**config.mk**
```make
export PLATFORM = sky130hd
export DESIGN_NAME = instr_injector
export DESIGN_NICKNAME = d
export VERILOG_FILES = /design/src/rtl/riscv_enc_pkg.sv /design/src/rtl/rv_fmt_encode.sv /design/src/rtl/instr_injector.sv
export SDC_FILE = /design/constraint.sdc
export NUM_CORES = 1
export LEC_CHECK = 0
export ABC_AREA = 1
export BUFFER_PORTS_ARGS = -buffer_cell sky130_fd_sc_hd__buf_2
export CAP_MARGIN = 25
export CORE_MARGIN = 1
export CORE_UTILIZATION = 59
export CTS_CLUSTER_DIAMETER = 100
export DETAILED_ROUTE_END_ITERATION = 7
export PLACE_DENSITY_LB_ADDON = 0.12
export RECOVER_POWER = 25
export SETUP_SLACK_MARGIN = 0.02
export SYNTH_ARGS = -nofsm -noshare
export SYNTH_HDL_FRONTEND = slang
export SYNTH_SLANG_ARGS = --single-unit
```
**constraint.sdc**
```tcl
create_clock -name clk_i -period 5.8 [get_ports clk_i]
set_input_delay 1.74 -clock clk_i [delete_from_list [all_inputs] [get_ports clk_i]]
set_output_delay 1.74 -clock clk_i [all_outputs]
set_load 0.03 [all_outputs]
```
**src/rtl/riscv_enc_pkg.sv**
```systemverilog
// rtl/riscv_enc_pkg.sv - opcode, command and state encodings for the instruction injector
package riscv_enc_pkg;

  localparam logic [6:0] OPC_LUI    = 7'b0110111;
  localparam logic [6:0] OPC_AUIPC  = 7'b0010111;
  localparam logic [6:0] OPC_JAL    = 7'b1101111;
  localparam logic [6:0] OPC_JALR   = 7'b1100111;
  localparam logic [6:0] OPC_BRANCH = 7'b1100011;
  localparam logic [6:0] OPC_LOAD   = 7'b0000011;
  localparam logic [6:0] OPC_STORE  = 7'b0100011;
  localparam logic [6:0] OPC_OPIMM  = 7'b0010011;
  localparam logic [6:0] OPC_OP     = 7'b0110011;
  localparam logic [6:0] OPC_SYSTEM = 7'b1110011;

  localparam logic [3:0] CMD_LUI    = 4'd0;
  localparam logic [3:0] CMD_AUIPC  = 4'd1;
  localparam logic [3:0] CMD_JAL    = 4'd2;
  localparam logic [3:0] CMD_JALR   = 4'd3;
  localparam logic [3:0] CMD_BRANCH = 4'd4;
  localparam logic [3:0] CMD_LOAD   = 4'd5;
  localparam logic [3:0] CMD_STORE  = 4'd6;
  localparam logic [3:0] CMD_OPIMM  = 4'd7;
  localparam logic [3:0] CMD_OP     = 4'd8;
  localparam logic [3:0] CMD_MULDIV = 4'd9;
  localparam logic [3:0] CMD_CSR    = 4'd10;
  localparam logic [3:0] CMD_ECALL  = 4'd11;
  localparam logic [3:0] CMD_EBREAK = 4'd12;
  localparam logic [3:0] CMD_MRET   = 4'd13;
  localparam logic [3:0] CMD_LI     = 4'd14;
  localparam logic [3:0] CMD_RSVD   = 4'd15;

  typedef enum logic [1:0] {
    ST_IDLE  = 2'd0,
    ST_ERR   = 2'd1,
    ST_EMIT0 = 2'd2,
    ST_EMIT1 = 2'd3
  } inj_state_t;

  localparam logic [2:0] FMT_R = 3'd0;
  localparam logic [2:0] FMT_I = 3'd1;
  localparam logic [2:0] FMT_S = 3'd2;
  localparam logic [2:0] FMT_B = 3'd3;
  localparam logic [2:0] FMT_U = 3'd4;
  localparam logic [2:0] FMT_J = 3'd5;

  // An immediate fits a single ADDI when bits 31..11 are a pure sign extension.
  function automatic logic li_is_small(input logic [31:0] imm);
    return (&imm[31:11]) | ~(|imm[31:11]);
  endfunction

  // Rounding by 0x800 compensates for the sign-extended low ADDI part.
  function automatic logic [19:0] li_hi(input logic [31:0] imm);
    logic [31:0] w_sum;
    w_sum = imm + 32'h0000_0800;
    return w_sum[31:12];
  endfunction

endpackage

```
**src/rtl/rv_fmt_encode.sv**
```systemverilog
// rtl/rv_fmt_encode.sv - packs RV32 R/I/S/B/U/J instruction formats from discrete fields
module rv_fmt_encode
  import riscv_enc_pkg::*;
(
  input  logic [2:0]  i_fmt,
  input  logic [6:0]  i_opcode,
  input  logic [2:0]  i_funct3,
  input  logic [6:0]  i_funct7,
  input  logic [4:0]  i_rd,
  input  logic [4:0]  i_rs1,
  input  logic [4:0]  i_rs2,
  input  logic [31:0] i_imm,
  output logic [31:0] o_word
);

  always_comb begin
    o_word = '0;
    case (i_fmt)
      FMT_R: o_word = {i_funct7, i_rs2, i_rs1, i_funct3, i_rd, i_opcode};
      FMT_I: o_word = {i_imm[11:0], i_rs1, i_funct3, i_rd, i_opcode};
      FMT_S: o_word = {i_imm[11:5], i_rs2, i_rs1, i_funct3, i_imm[4:0], i_opcode};
      FMT_B: o_word = {i_imm[12], i_imm[10:5], i_rs2, i_rs1, i_funct3,
                       i_imm[4:1], i_imm[11], i_opcode};
      FMT_U: o_word = {i_imm[31:12], i_rd, i_opcode};
      FMT_J: o_word = {i_imm[20], i_imm[10:1], i_imm[11], i_imm[19:12], i_rd, i_opcode};
      default: o_word = '0;
    endcase
  end

endmodule

```
**src/rtl/instr_injector.sv**
```systemverilog
// rtl/instr_injector.sv - turns abstract commands into RV32IM/Zicsr words for fetch injection
module instr_injector
  import riscv_enc_pkg::*;
#(
  parameter int RESET_PC_UNUSED = 0
) (
  input  logic        clk_i,
  input  logic        reset_i,
  input  logic        cmd_valid_i,
  output logic        cmd_ready_o,
  input  logic [3:0]  cmd_op_i,
  input  logic [4:0]  cmd_rd_i,
  input  logic [4:0]  cmd_rs1_i,
  input  logic [4:0]  cmd_rs2_i,
  input  logic [2:0]  cmd_funct3_i,
  input  logic        cmd_alt_i,
  input  logic [31:0] cmd_imm_i,
  output logic        instr_valid_o,
  output logic [31:0] instr_o,
  input  logic        instr_ready_i,
  output logic        last_o,
  output logic        err_o,
  output logic        busy_o
);

  // A nonzero parameter value keeps the block from ever accepting a command.
  localparam logic P_PARAM_OK = (RESET_PC_UNUSED == 0);

  inj_state_t  r_state;
  inj_state_t  w_next;
  logic [3:0]  r_op;
  logic [4:0]  r_rd;
  logic [4:0]  r_rs1;
  logic [4:0]  r_rs2;
  logic [2:0]  r_f3;
  logic        r_alt;
  logic [31:0] r_imm;

  logic        w_accept;
  logic        w_illegal;
  logic        w_li_two;
  logic        w_valid;
  logic [31:0] w_word;

  logic [2:0]  w_fmt;
  logic [6:0]  w_opc;
  logic [2:0]  w_f3;
  logic [6:0]  w_f7;
  logic [4:0]  w_rd;
  logic [4:0]  w_rs1;
  logic [4:0]  w_rs2;
  logic [31:0] w_imm;

  assign w_accept = cmd_valid_i & (r_state == ST_IDLE) & P_PARAM_OK;
  assign w_li_two = (r_op == CMD_LI) & ~li_is_small(r_imm) & (r_imm[11:0] != 12'd0);

  always_comb begin
    w_illegal = 1'b0;
    case (cmd_op_i)
      CMD_BRANCH: w_illegal = (cmd_funct3_i == 3'd2) | (cmd_funct3_i == 3'd3);
      CMD_LOAD:   w_illegal = (cmd_funct3_i == 3'd3) | (cmd_funct3_i == 3'd6) |
                              (cmd_funct3_i == 3'd7);
      CMD_STORE:  w_illegal = (cmd_funct3_i > 3'd2);
      CMD_CSR:    w_illegal = (cmd_funct3_i == 3'd0) | (cmd_funct3_i == 3'd4);
      CMD_OP:     w_illegal = cmd_alt_i & (cmd_funct3_i != 3'd0) & (cmd_funct3_i != 3'd5);
      CMD_OPIMM:  w_illegal = cmd_alt_i & (cmd_funct3_i != 3'd5);
      CMD_RSVD:   w_illegal = 1'b1;
      default:    w_illegal = 1'b0;
    endcase
  end

  always_ff @(posedge clk_i) begin
    if (reset_i) begin
      r_state <= ST_IDLE;
    end else begin
      r_state <= w_next;
    end
  end

  always_ff @(posedge clk_i) begin
    if (reset_i) begin
      r_op  <= '0;
      r_rd  <= '0;
      r_rs1 <= '0;
      r_rs2 <= '0;
      r_f3  <= '0;
      r_alt <= 1'b0;
      r_imm <= '0;
    end else if (w_accept) begin
      r_op  <= cmd_op_i;
      r_rd  <= cmd_rd_i;
      r_rs1 <= cmd_rs1_i;
      r_rs2 <= cmd_rs2_i;
      r_f3  <= cmd_funct3_i;
      r_alt <= cmd_alt_i;
      r_imm <= cmd_imm_i;
    end
  end

  always_comb begin
    w_next      = r_state;
    cmd_ready_o = 1'b0;
    w_valid     = 1'b0;
    last_o      = 1'b0;
    err_o       = 1'b0;
    busy_o      = 1'b1;
    case (r_state)
      ST_IDLE: begin
        cmd_ready_o = P_PARAM_OK;
        busy_o      = 1'b0;
        if (w_accept) begin
          w_next = w_illegal ? ST_ERR : ST_EMIT0;
        end
      end
      ST_ERR: begin
        err_o  = 1'b1;
        w_next = ST_IDLE;
      end
      ST_EMIT0: begin
        w_valid = 1'b1;
        last_o  = ~w_li_two;
        if (instr_ready_i) begin
          w_next = w_li_two ? ST_EMIT1 : ST_IDLE;
        end
      end
      ST_EMIT1: begin
        w_valid = 1'b1;
        last_o  = 1'b1;
        if (instr_ready_i) begin
          w_next = ST_IDLE;
        end
      end
      default: w_next = ST_IDLE;
    endcase
  end

  // Field selection for the format packer; the second LI word is ADDI rd,rd,lo.
  always_comb begin
    w_fmt = FMT_I;
    w_opc = OPC_OPIMM;
    w_f3  = r_f3;
    w_f7  = 7'd0;
    w_rd  = r_rd;
    w_rs1 = r_rs1;
    w_rs2 = r_rs2;
    w_imm = r_imm;
    case (r_op)
      CMD_LUI:    begin w_fmt = FMT_U; w_opc = OPC_LUI;    end
      CMD_AUIPC:  begin w_fmt = FMT_U; w_opc = OPC_AUIPC;  end
      CMD_JAL:    begin w_fmt = FMT_J; w_opc = OPC_JAL;    end
      CMD_JALR:   begin w_fmt = FMT_I; w_opc = OPC_JALR; w_f3 = 3'd0; end
      CMD_BRANCH: begin w_fmt = FMT_B; w_opc = OPC_BRANCH; end
      CMD_LOAD:   begin w_fmt = FMT_I; w_opc = OPC_LOAD;   end
      CMD_STORE:  begin w_fmt = FMT_S; w_opc = OPC_STORE;  end
      CMD_OPIMM: begin
        if ((r_f3 == 3'd1) || (r_f3 == 3'd5)) begin
          w_imm = {20'd0, 1'b0, r_alt, 5'd0, r_imm[4:0]};
        end
      end
      CMD_OP: begin
        w_fmt = FMT_R;
        w_opc = OPC_OP;
        w_f7  = {1'b0, r_alt, 5'd0};
      end
      CMD_MULDIV: begin
        w_fmt = FMT_R;
        w_opc = OPC_OP;
        w_f7  = 7'b0000001;
      end
      CMD_CSR: w_opc = OPC_SYSTEM;
      CMD_ECALL, CMD_EBREAK, CMD_MRET: begin
        w_opc = OPC_SYSTEM;
        w_f3  = 3'd0;
        w_rd  = 5'd0;
        w_rs1 = 5'd0;
        w_imm = (r_op == CMD_ECALL)  ? 32'h0000_0000 :
                (r_op == CMD_EBREAK) ? 32'h0000_0001 : 32'h0000_0302;
      end
      CMD_LI: begin
        w_f3 = 3'd0;
        if (r_state == ST_EMIT1) begin
          w_rs1 = r_rd;
        end else if (li_is_small(r_imm)) begin
          w_rs1 = 5'd0;
        end else begin
          w_fmt = FMT_U;
          w_opc = OPC_LUI;
          w_imm = {li_hi(r_imm), 12'd0};
        end
      end
      default: w_fmt = FMT_I;
    endcase
  end

  rv_fmt_encode u_fmt (
    .i_fmt    (w_fmt),
    .i_opcode (w_opc),
    .i_funct3 (w_f3),
    .i_funct7 (w_f7),
    .i_rd     (w_rd),
    .i_rs1    (w_rs1),
    .i_rs2    (w_rs2),
    .i_imm    (w_imm),
    .o_word   (w_word)
  );

  assign instr_valid_o = w_valid;
  assign instr_o       = w_valid ? w_word : 32'd0;

endmodule

```
======== Word level (Yosys, flattened, before mapping) ========
Index checks and enable logic that the tools add are counted.
storage, ports and cells
  output and inout port bits .............. 37
  bits in registers ....................... 57
  word-level logic and storage cells ...... 112
  bits of input ports ..................... 59
cells by class
  add/sub/neg operators ................... 1
  equal/unequal tests ..................... 40
  bitwise logic cells ..................... 14
  $lt $le $gt $ge ......................... 1
  reduce and logical (&&, ||, !) cells .... 16
  muxes and demuxes ....................... 32
operator list
  kind                      count
  $pmux W32 S6              1
  $mux W32                  4
  $pmux W32 S3              1
  $pmux W7 S10              1
  $eq A4 B4 Y1 const B      10
  $add A32 B12 Y32 const B  1
  $eq A4 B3 Y1 const B      8
  $reduce_and A21 Y1        1
  $reduce_or A21 Y1         1
  $mux W10                  2
  $eq A3 B3 Y1 const B      6
  $pmux W3 S6               1
  $mux W5                   3
  $eq A3 B2 Y1 const B      4
  $mux W6                   2
  $pmux W6 S2               1
  $reduce_bool A12 Y1       1
  $mux W2                   5
  $pmux W5 S2               1
  $mux W3                   3
  $eq A4 B2 Y1 const B      2
  $pmux W2 S4               1
  $pmux W1 S7               1
  $and A1 B1 Y1             6
  other kinds (21)          37

======== Depth between registers and ports, before layout ========
Gate-level depths: netlist of the first run.
  depth in word-level cells ............... 9
  mapped depth ............................ 16
  mapped depth without buffers ............ 16

======== Modules after synthesis ========
From an unflattened synthesis of the first run, not the netlist that was laid out.
second synthesis, totals
  cells, all modules ...................... 825
  area, all modules ....................... 4659.5 um2
by module, submodules not included
  module          cells an instance  sequential area each (um2)  instances  area each (um2)
  instr_injector  696                1141.1                      1          4081.4
  rv_fmt_encode   129                0.0                         1          578.1

======== Least setup slack after synthesis of the first run ========
Ideal clock, no wire load.
  path type ............................... reg-to-output
  start point ............................. reg r_imm[11]
  end point ............................... out instr_o[7]
  cell stages (with the launch flop) ...... 13
  setup slack ............................. 2.049 ns
  data required time ...................... 4.060 ns
  arrival ................................. 2.011 ns
  buffers on the path ..................... 0
  cells stage by stage .................... dfxtp_1 > inv_1 > ha_1 > nand2_1 > nor2_1 > nand3_2 > nand3_4 > nand2_4 > nand2_4 > inv_4 > nor2_4 > nand2_1 > a31oi_1
between the ends
  word-level cells in the longest chain between the ends .. 9
  elaborated cells on any way between the ends .. 19
  classes of those cells .................. 5 x eq/ne; 9 x mux; 2 x bitwise; 3 x reduce/logical
ends and longest elaborated chain
  element                               line                   text
  start: declaration                    instr_injector.sv:37   logic [31:0] r_imm;
  start signal: assignment              instr_injector.sv:96   r_imm <= cmd_imm_i;
  $reduce_or A21 Y1                     riscv_enc_pkg.sv:48    return (&imm[31:11]) | ~(|imm[31:11]);
  $not A1 Y1                            riscv_enc_pkg.sv:48
  $or A1 B1 Y1                          riscv_enc_pkg.sv:48
  $mux W3                               instr_injector.sv:183  end else if (li_is_small(r_imm)) begin
  $mux W3                               instr_injector.sv:181  if (r_state == ST_EMIT1) begin
  $pmux W3 S6                           instr_injector.sv:147  case (r_op)
  $eq A3 B3 Y1 (tied with other cells)  rv_fmt_encode.sv:18    case (i_fmt)
  $pmux W32 S6 (*)                      rv_fmt_encode.sv:18
  $mux W32 (*)                          instr_injector.sv:208  assign instr_o = w_valid ? w_word : 32'd0;
  end: declaration                      instr_injector.sv:19   output logic [31:0] instr_o,
Mark *: on every way between the ends. The rest lies on a longest branch, timed or not.

======== Worst setup path after layout of the first run ========
  start point ............................. in cmd_valid_i
  end point ............................... reg r_imm[31]
between the ends
  word-level cells in the longest chain between the ends .. 1
ends and longest elaborated chain
  element             line                  text
  start: declaration  instr_injector.sv:9   input logic cmd_valid_i,
  $and A1 B1 Y1       instr_injector.sv:54  assign w_accept = cmd_valid_i & (r_state == ST_IDLE) & P_PARAM_OK;
No other way between the ends.
A chain may end at the register's enable or synchronous reset.

==> results of run 1 <==
## stage by stage
stage          worst slack, ps  power (W)  hold slack, ps
6_report                  1048   0.001248           477.2
5_1_grt                  705.2   0.001316           492.6
4_1_cts                   1241   0.001241           473.2
3_5_place_dp              1620  0.0009115           460.7
3_3_place_gp              1661  0.0009047           448.8
2_1_floorplan             2049  0.0007881           437.5
## cell usage in the layout, fill, tap and decap left out, types with 4 or more instances in the layout
master,count
nor2_1,101
nor2_2,8
nand2_2,6
a21oi_1,42
clkbuf_8,9
nor3_1,13
nand2_4,4
inv_1,79
nand3_1,58
o21ai_0,29
a211oi_1,37
inv_2,7
dfxtp_1,57
nand4_1,12
buf_2,94
nand2_1,197
## where the power goes
group | internal [W] | switching (W)
registers | 0.000433 | 0.0000521
logic | 0.000133 | 0.000296
clock network | 0.000154 | 0.000180
## synthesized netlist by cell type, types with 3 or more instances
cell        n
inv_2       7
a21oi_1    42
nor3_1     13
nand3_2     3
nor2_2      8
nand3_1    58
dfxtp_1    57
a211oi_1   37
clkbuf_1   16
buf_1       3
buf_4       3
nor2_1    100
o21ai_0    29
nand2_2     6
buf_2       4
inv_1      79
nor2_4      3
nand4_1    12
nand2_4     4
nand2_1   197
## kinds of logic after synthesis
group           count (synthesis)  share of synthesized area, %
compound gates                118                         16.73
xor+xnor                        2                        0.4169
fa+ha+maj                       2                        0.5953
buf+inv                       116                         10.99
flops                          57                         27.15
simple gates                  413                         44.12
## path summary, 6_finish.rpt
kind	startpoint	to	slack, ps	cells past startpoint
hold / removal	r_rs1[1]$_SDFFE_PP0P_	r_rs1[1]$_SDFFE_PP0P_	480	2
hold reg to reg	r_rs1[1]$_SDFFE_PP0P_	r_rs1[1]$_SDFFE_PP0P_	480	2
setup reg to reg	r_state[1]$_SDFFE_PP0P_	r_imm[31]$_SDFFE_PP0P_	1720	7
setup / recovery	cmd_valid_i	r_imm[31]$_SDFFE_PP0P_	1050	7
## final cells by class
cell class	count	area share, %
Sequential cell	57	23.39
Timing Repair Buffer	98	10.39
Tap cell	96	2.462
Multi-Input combinational cell	535	53.14
Inverter	90	7.130
Clock inverter	7	0.9490
Clock buffer	9	2.539
## critical path: cells and delay by family
| kind | cells | cell delay, ps |
|---|---|---|
| compound gates | 1 | 70 |
| buf+inv | 4 | 1150 |
| simple gates | 2 | 1880 |
## registers in the layout, summed over array words and instances (netlist names)
register,flops
r_imm,32
r_rd,5
r_rs2,5
r_op,4
r_f3,3
r_alt,1
r_state,2
r_rs1,5
## metal layers
| metal | GRT usage, % | up-vias | wire length (µm) |
|---|---|---|---|
| li1 | - | 2468 | - |
| met1 | 48.62 | 2178 | 5914 |
| met2 | 62.19 | 245 | 6243 |
| met3 | 7.238 | 41 | 1048 |
| met4 | 15.76 | 0 | 489 |
| met5 | 0 | - | 0 |
==> impl_metrics.csv, run 1 <==
group,metric,value,unit
outcome,status,"finished with violations",
outcome,failed_checks,"max-capacitance violations, max-slew violations",
route,vias,4932,
clocking,clkTransAtPathRegs,70,ps
sta,hold_viol,0,
sta,fin_crit,4752,ps
placed_design,dp_cells,875,
sta,rsz0062_at_grt,"no",
floorplan,die_w,86.40,µm
clocking,cts_made_buffers,9,
synthesis,synth_top_cell_area_share,27.15,%
synthesis,synth_top_area_cell,"dfxtp_1",
route,routed_wl,13700,µm
placed_design,place_congestion,1.042,
power_and_ir_drop,ir_worst_vdd,0.1787,mV
route,drt_drc_violations_left,0,
clocking,cts_max_level,3,
sta,skew,12.87,ps
final_layout,syn2layout_area_growth,16.08,%
worst_setup_path,slowest_delay,1420,ps
sta,setup_tns,0,ps
final_layout,fin_cells,892,
route,drtIter0Drc,521,
final_layout,finish.utilization,71.41,%
worst_setup_path,start_kind,"input port",
floorplan,rows,30,
sta,relSlewSlack,-28.74,%
worst_setup_path,arrival,4910,ps
final_layout,drive_above_1_share,19.10,%
synthesis,ys.flop_type,"dfxtp_1",
synthesis,synth-seq-cells,57,
route,wire_per_inst,15.36,µm
placed_design,portBuffers,95,
global_routing,grt_pass1_vias,4535,
clocking,cts_num_sinks,57,
synthesis,synth.area.top_cells,"dfxtp_1 27%, nand2_1 18%, nor2_1 8.9%",
hold_path,hp-class,"reg -> reg",
global_routing,grt_pass1_wl,21740,µm
synthesis,synthesis.nets,769,
floorplan,io_pins,96,
sta,clock.fmax,210.4,MHz
final_layout,antenna_cells,0,
worst_setup_path,cpMaxStageDelayCell,"nor2_1",
route,drtPass1Iterations,5,
floorplan,core_area,6832,µm²
worst_setup_path,critPathMostFrequentCell,"nor2_1",
flow_run,drv_cap,1,
power_and_ir_drop,p_leak,2.349,nW
power_and_ir_drop,powerDensity,255.9,nW/µm²
route,via_per_inst,5.529,
final_layout,fillers,645,
route,final_antenna_net_count,0,
global_routing,gr-total-overflow,0,
synthesis,async_flop_share,0,%
clocking,cts-resized-gates,0,
clocking,postCtsSetupRepairBufs,0,
global_routing,track_usage,37.84,%
sta,finalSetupViolCount,0,
synthesis,synth_area,4203,µm²
placed_design,dp_hpwl,10580,µm
final_layout,multi_input_area,2592,µm²
worst_setup_path,cp_cell_sequence,"buf_2 -> inv_1 -> nor2_1 -> clkinv_1 -> clkbuf_2 -> nor2_1 -> a211oi_1",
floorplan,start_util,61.52,%
floorplan,die-area,7465,µm²
clocking,clk_latency,350,ps
worst_setup_path,crit_type,"in -> reg",
synthesis,ys_warn_count,0,
sta,tightest_slew,1924,ps
sta,drv_slew,34,
final_layout,regArea,1141,µm²
worst_setup_path,cp-end-kind,"flip-flop",
clocking,cts_tree,"yes",
floorplan,die_h,86.40,µm
clocking,cts_root_buffer,"clkbuf_8",
synthesis,ys_seq_area_share,27.15,%
placed_design,detailed_place.area,4700,µm²
worst_setup_path,cp_max_fo,78,
clocking,ctsHoldBuffers,0,
sta,fin_crit_sh,81.93,%
global_routing,grt_max_degree,79,
synthesis,synth_edf_count,0,
final_layout,nets,852,
synthesis,postSynthCellCount,708,
synthesis,syn_area_per_cell,5.936,µm²
synthesis,ys_types,37,
global_routing,antenna_found_initial,0,
worst_setup_path,required,5960,ps
clocking,cts_buffer_depth,2,
final_layout,fin_area,4878,µm²
Note: power is estimated with default switching activity, not from simulation.
==> inputs of run 2 (changes only) <==
Settings changed: CORE_UTILIZATION 59 to 55.
Clock period 5.8 ns to 4.8 ns, I/O delays scaled along.
==> run 2 against run 1 <==
Net effect:
- the flow still finishes with violations (max-capacitance violations, max-slew violations)
- clock skew shrank 7.3 ps
- utilization is 3.9 points lower
- non-clock buffer count rose by 1
- register-to-register slack got worse by 420 ps
- hold slack worse by 11 ps
- critical endpoint is now instr_o[25]
- largest power group unchanged
- highest routed layer unchanged
==> impl_metrics.csv, run 2 (synthesized netlist as in run 1, its figures left out) <==
group,metric,value,unit
outcome,status,"finished with violations",
outcome,failed_checks,"max-capacitance violations, max-slew violations",
route,drt_drc_violations_left,0,
placed_design,portBuffers,95,
placed_design,dp_hpwl,10930,µm
sta,holdWs,466.2,ps
final_layout,largest_reg_flops,32,
sta,setup_tns,0,ps
final_layout,antenna_cells,0,
route,drtIter0Drc,517,
worst_setup_path,required,3360,ps
sta,finalSetupViolCount,0,
worst_setup_path,critical_path.startpoint,"r_op[1]$_SDFFE_PP0P_",
worst_setup_path,arrival,2820,ps
power_and_ir_drop,powerDensity,326.5,nW/µm²
sta,tightest_slew,1891,ps
floorplan,die-area,7995,µm²
global_routing,grt_pass1_vias,4360,
final_layout,final_cell_mix,"197 x nand2_1, 101 x nor2_1, 93 x buf_2",
sta,relSlewSlack,-26.56,%
sta,fin_crit,4259,ps
clocking,cts_tree,"yes",
clocking,cts-resized-gates,0,
clocking,cts_root_buffer,"clkbuf_8",
sta,skew,5.596,ps
route,final_antenna_net_count,0,
clocking,ctsHoldBuffers,0,
power_and_ir_drop,p_leak,2.389,nW
global_routing,grt_max_degree,58,
worst_setup_path,cp-end-kind,"primary output",
clocking,cts_num_sinks,57,
clocking,postCtsSetupRepairBufs,0,
final_layout,drive_above_1_share,19.10,%
final_layout,syn2layout_area_growth,17.71,%
route,via_per_inst,5.573,
worst_setup_path,rrSetupSlack,1300,ps
sta,rsz0062_at_grt,"no",
worst_setup_path,endpoint,"instr_o[25]",
hold_path,hp-class,"reg -> reg",
floorplan,io_pins,96,
worst_setup_path,crit_type,"reg -> out",
clocking,clkTransAtPathRegs,70,ps
worst_setup_path,cp_max_fo,10,
sta,clock.fmax,234.8,MHz
route,wire_per_inst,16.00,µm
worst_setup_path,ff2ff_path_depth,7,
clocking,cts_made_buffers,9,
floorplan,die_w,89.42,µm
final_layout,nets,853,
floorplan,start_util,57.33,%
clocking,clk_latency,360,ps
floorplan,rows,31,
placed_design,place_congestion,1.026,
clocking,cts_max_level,3,
flow_run,drv_cap,1,
global_routing,track_usage,36.51,%
placed_design,detailed_place.area,4723,µm²
clocking,cts_buffer_depth,2,
route,wl_met2,6360,µm
final_layout,fin_area,4947,µm²
route,drtPass1Iterations,6,
route,routed_wl,14320,µm
final_layout,regMostFlops,"r_imm",
worst_setup_path,crit-reg2reg-launch,"r_state[1]$_SDFFE_PP0P_",
sta,hold_viol,0,
route,top_layer,"met4",
global_routing,antenna_found_initial,0,
floorplan,die_h,89.42,µm
floorplan,core_area,7331,µm²
sta,fin_crit_sh,88.74,%
global_routing,gr-total-overflow,0,
route,route.met3.wl,1294,µm
route,wl_met1,6273,µm
worst_setup_path,r2r_end,"r_imm[6]$_SDFFE_PP0P_",
power_and_ir_drop,ir_worst_vdd,0.2202,mV
worst_setup_path,start_kind,"flip-flop",
sta,drv_slew,34,
route,vias,4988,
final_layout,layout_commonest_cell,"nand2_1",
global_routing,grt_pass1_wl,21710,µm
[run 2: worst max-delay path: stages, from the launching register on]
cell,delay [ps]
dfxtp_1,470
inv_2,90
nor2_2,120
inv_2,60
nor2_2,350
inv_4,170
nor2_8,250
nor2_8,80
nor2_4,240
nand3_1,200
nand3_1,110
nand2_1,60
inv_1,50
buf_2,180
[run 2: stage by stage]
stage	power (W)	util, %	std cells	setup slack [ps]
detailed placement	0.001110	64.43	879	985.9
global placement	0.001099	64.16	878	1007
finish	0.001616	67.49	895	540.7
floorplan	0.0009523	-	708	1349
CTS	0.001598	67.35	894	606.1
global route	0.001692	67.49	895	371.9
[run 2: area by class of cell]
class | count | area, µm²
Multi-Input combinational cell | 535 | 2592
Fill cell | 676 | 2384
Sequential cell | 57 | 1141
Timing Repair Buffer | 99 | 528.0
Inverter | 90 | 347.8
Clock buffer | 13 | 178.9
Tap cell | 99 | 123.9
Clock inverter | 2 | 35.03
[run 2: layer usage]
layer  track usage [%]  vias to the layer above
met3             7.110                       33
met2             58.15                      271
met4             12.70                        0
li1                  -                     2484
met1             49.25                     2200
met5                 0                        -
[run 2: how the worst min path moves through the flow]
| stage | from | endpoint | slack [ps] | cells after the start |
|---|---|---|---|---|
| 6_report | r_rs1[2]$_SDFFE_PP0P_ | r_rs1[2]$_SDFFE_PP0P_ | 470 | 2 |
| 2_1_floorplan | r_rs1[0]$_SDFFE_PP0P_ | r_rs1[0]$_SDFFE_PP0P_ | 440 | 2 |
| 3_5_place_dp | r_rs1[0]$_SDFFE_PP0P_ | r_rs1[0]$_SDFFE_PP0P_ | 460 | 2 |
| 4_1_cts | r_rs1[0]$_SDFFE_PP0P_ | r_rs1[0]$_SDFFE_PP0P_ | 470 | 2 |
| 5_1_grt | r_rs2[1]$_SDFFE_PP0P_ | r_rs2[1]$_SDFFE_PP0P_ | 490 | 2 |
| 3_3_place_gp | r_rs1[3]$_SDFFE_PP0P_ | r_rs1[3]$_SDFFE_PP0P_ | 450 | 2 |
[run 2: report_power, final]
group          internal, W  switching [W]  total, W  leakage [nW]
Combinational     0.000164       0.000371  0.000534          1.81
Sequential        0.000524      0.0000585  0.000582         0.471
Clock             0.000293       0.000206  0.000499         0.112
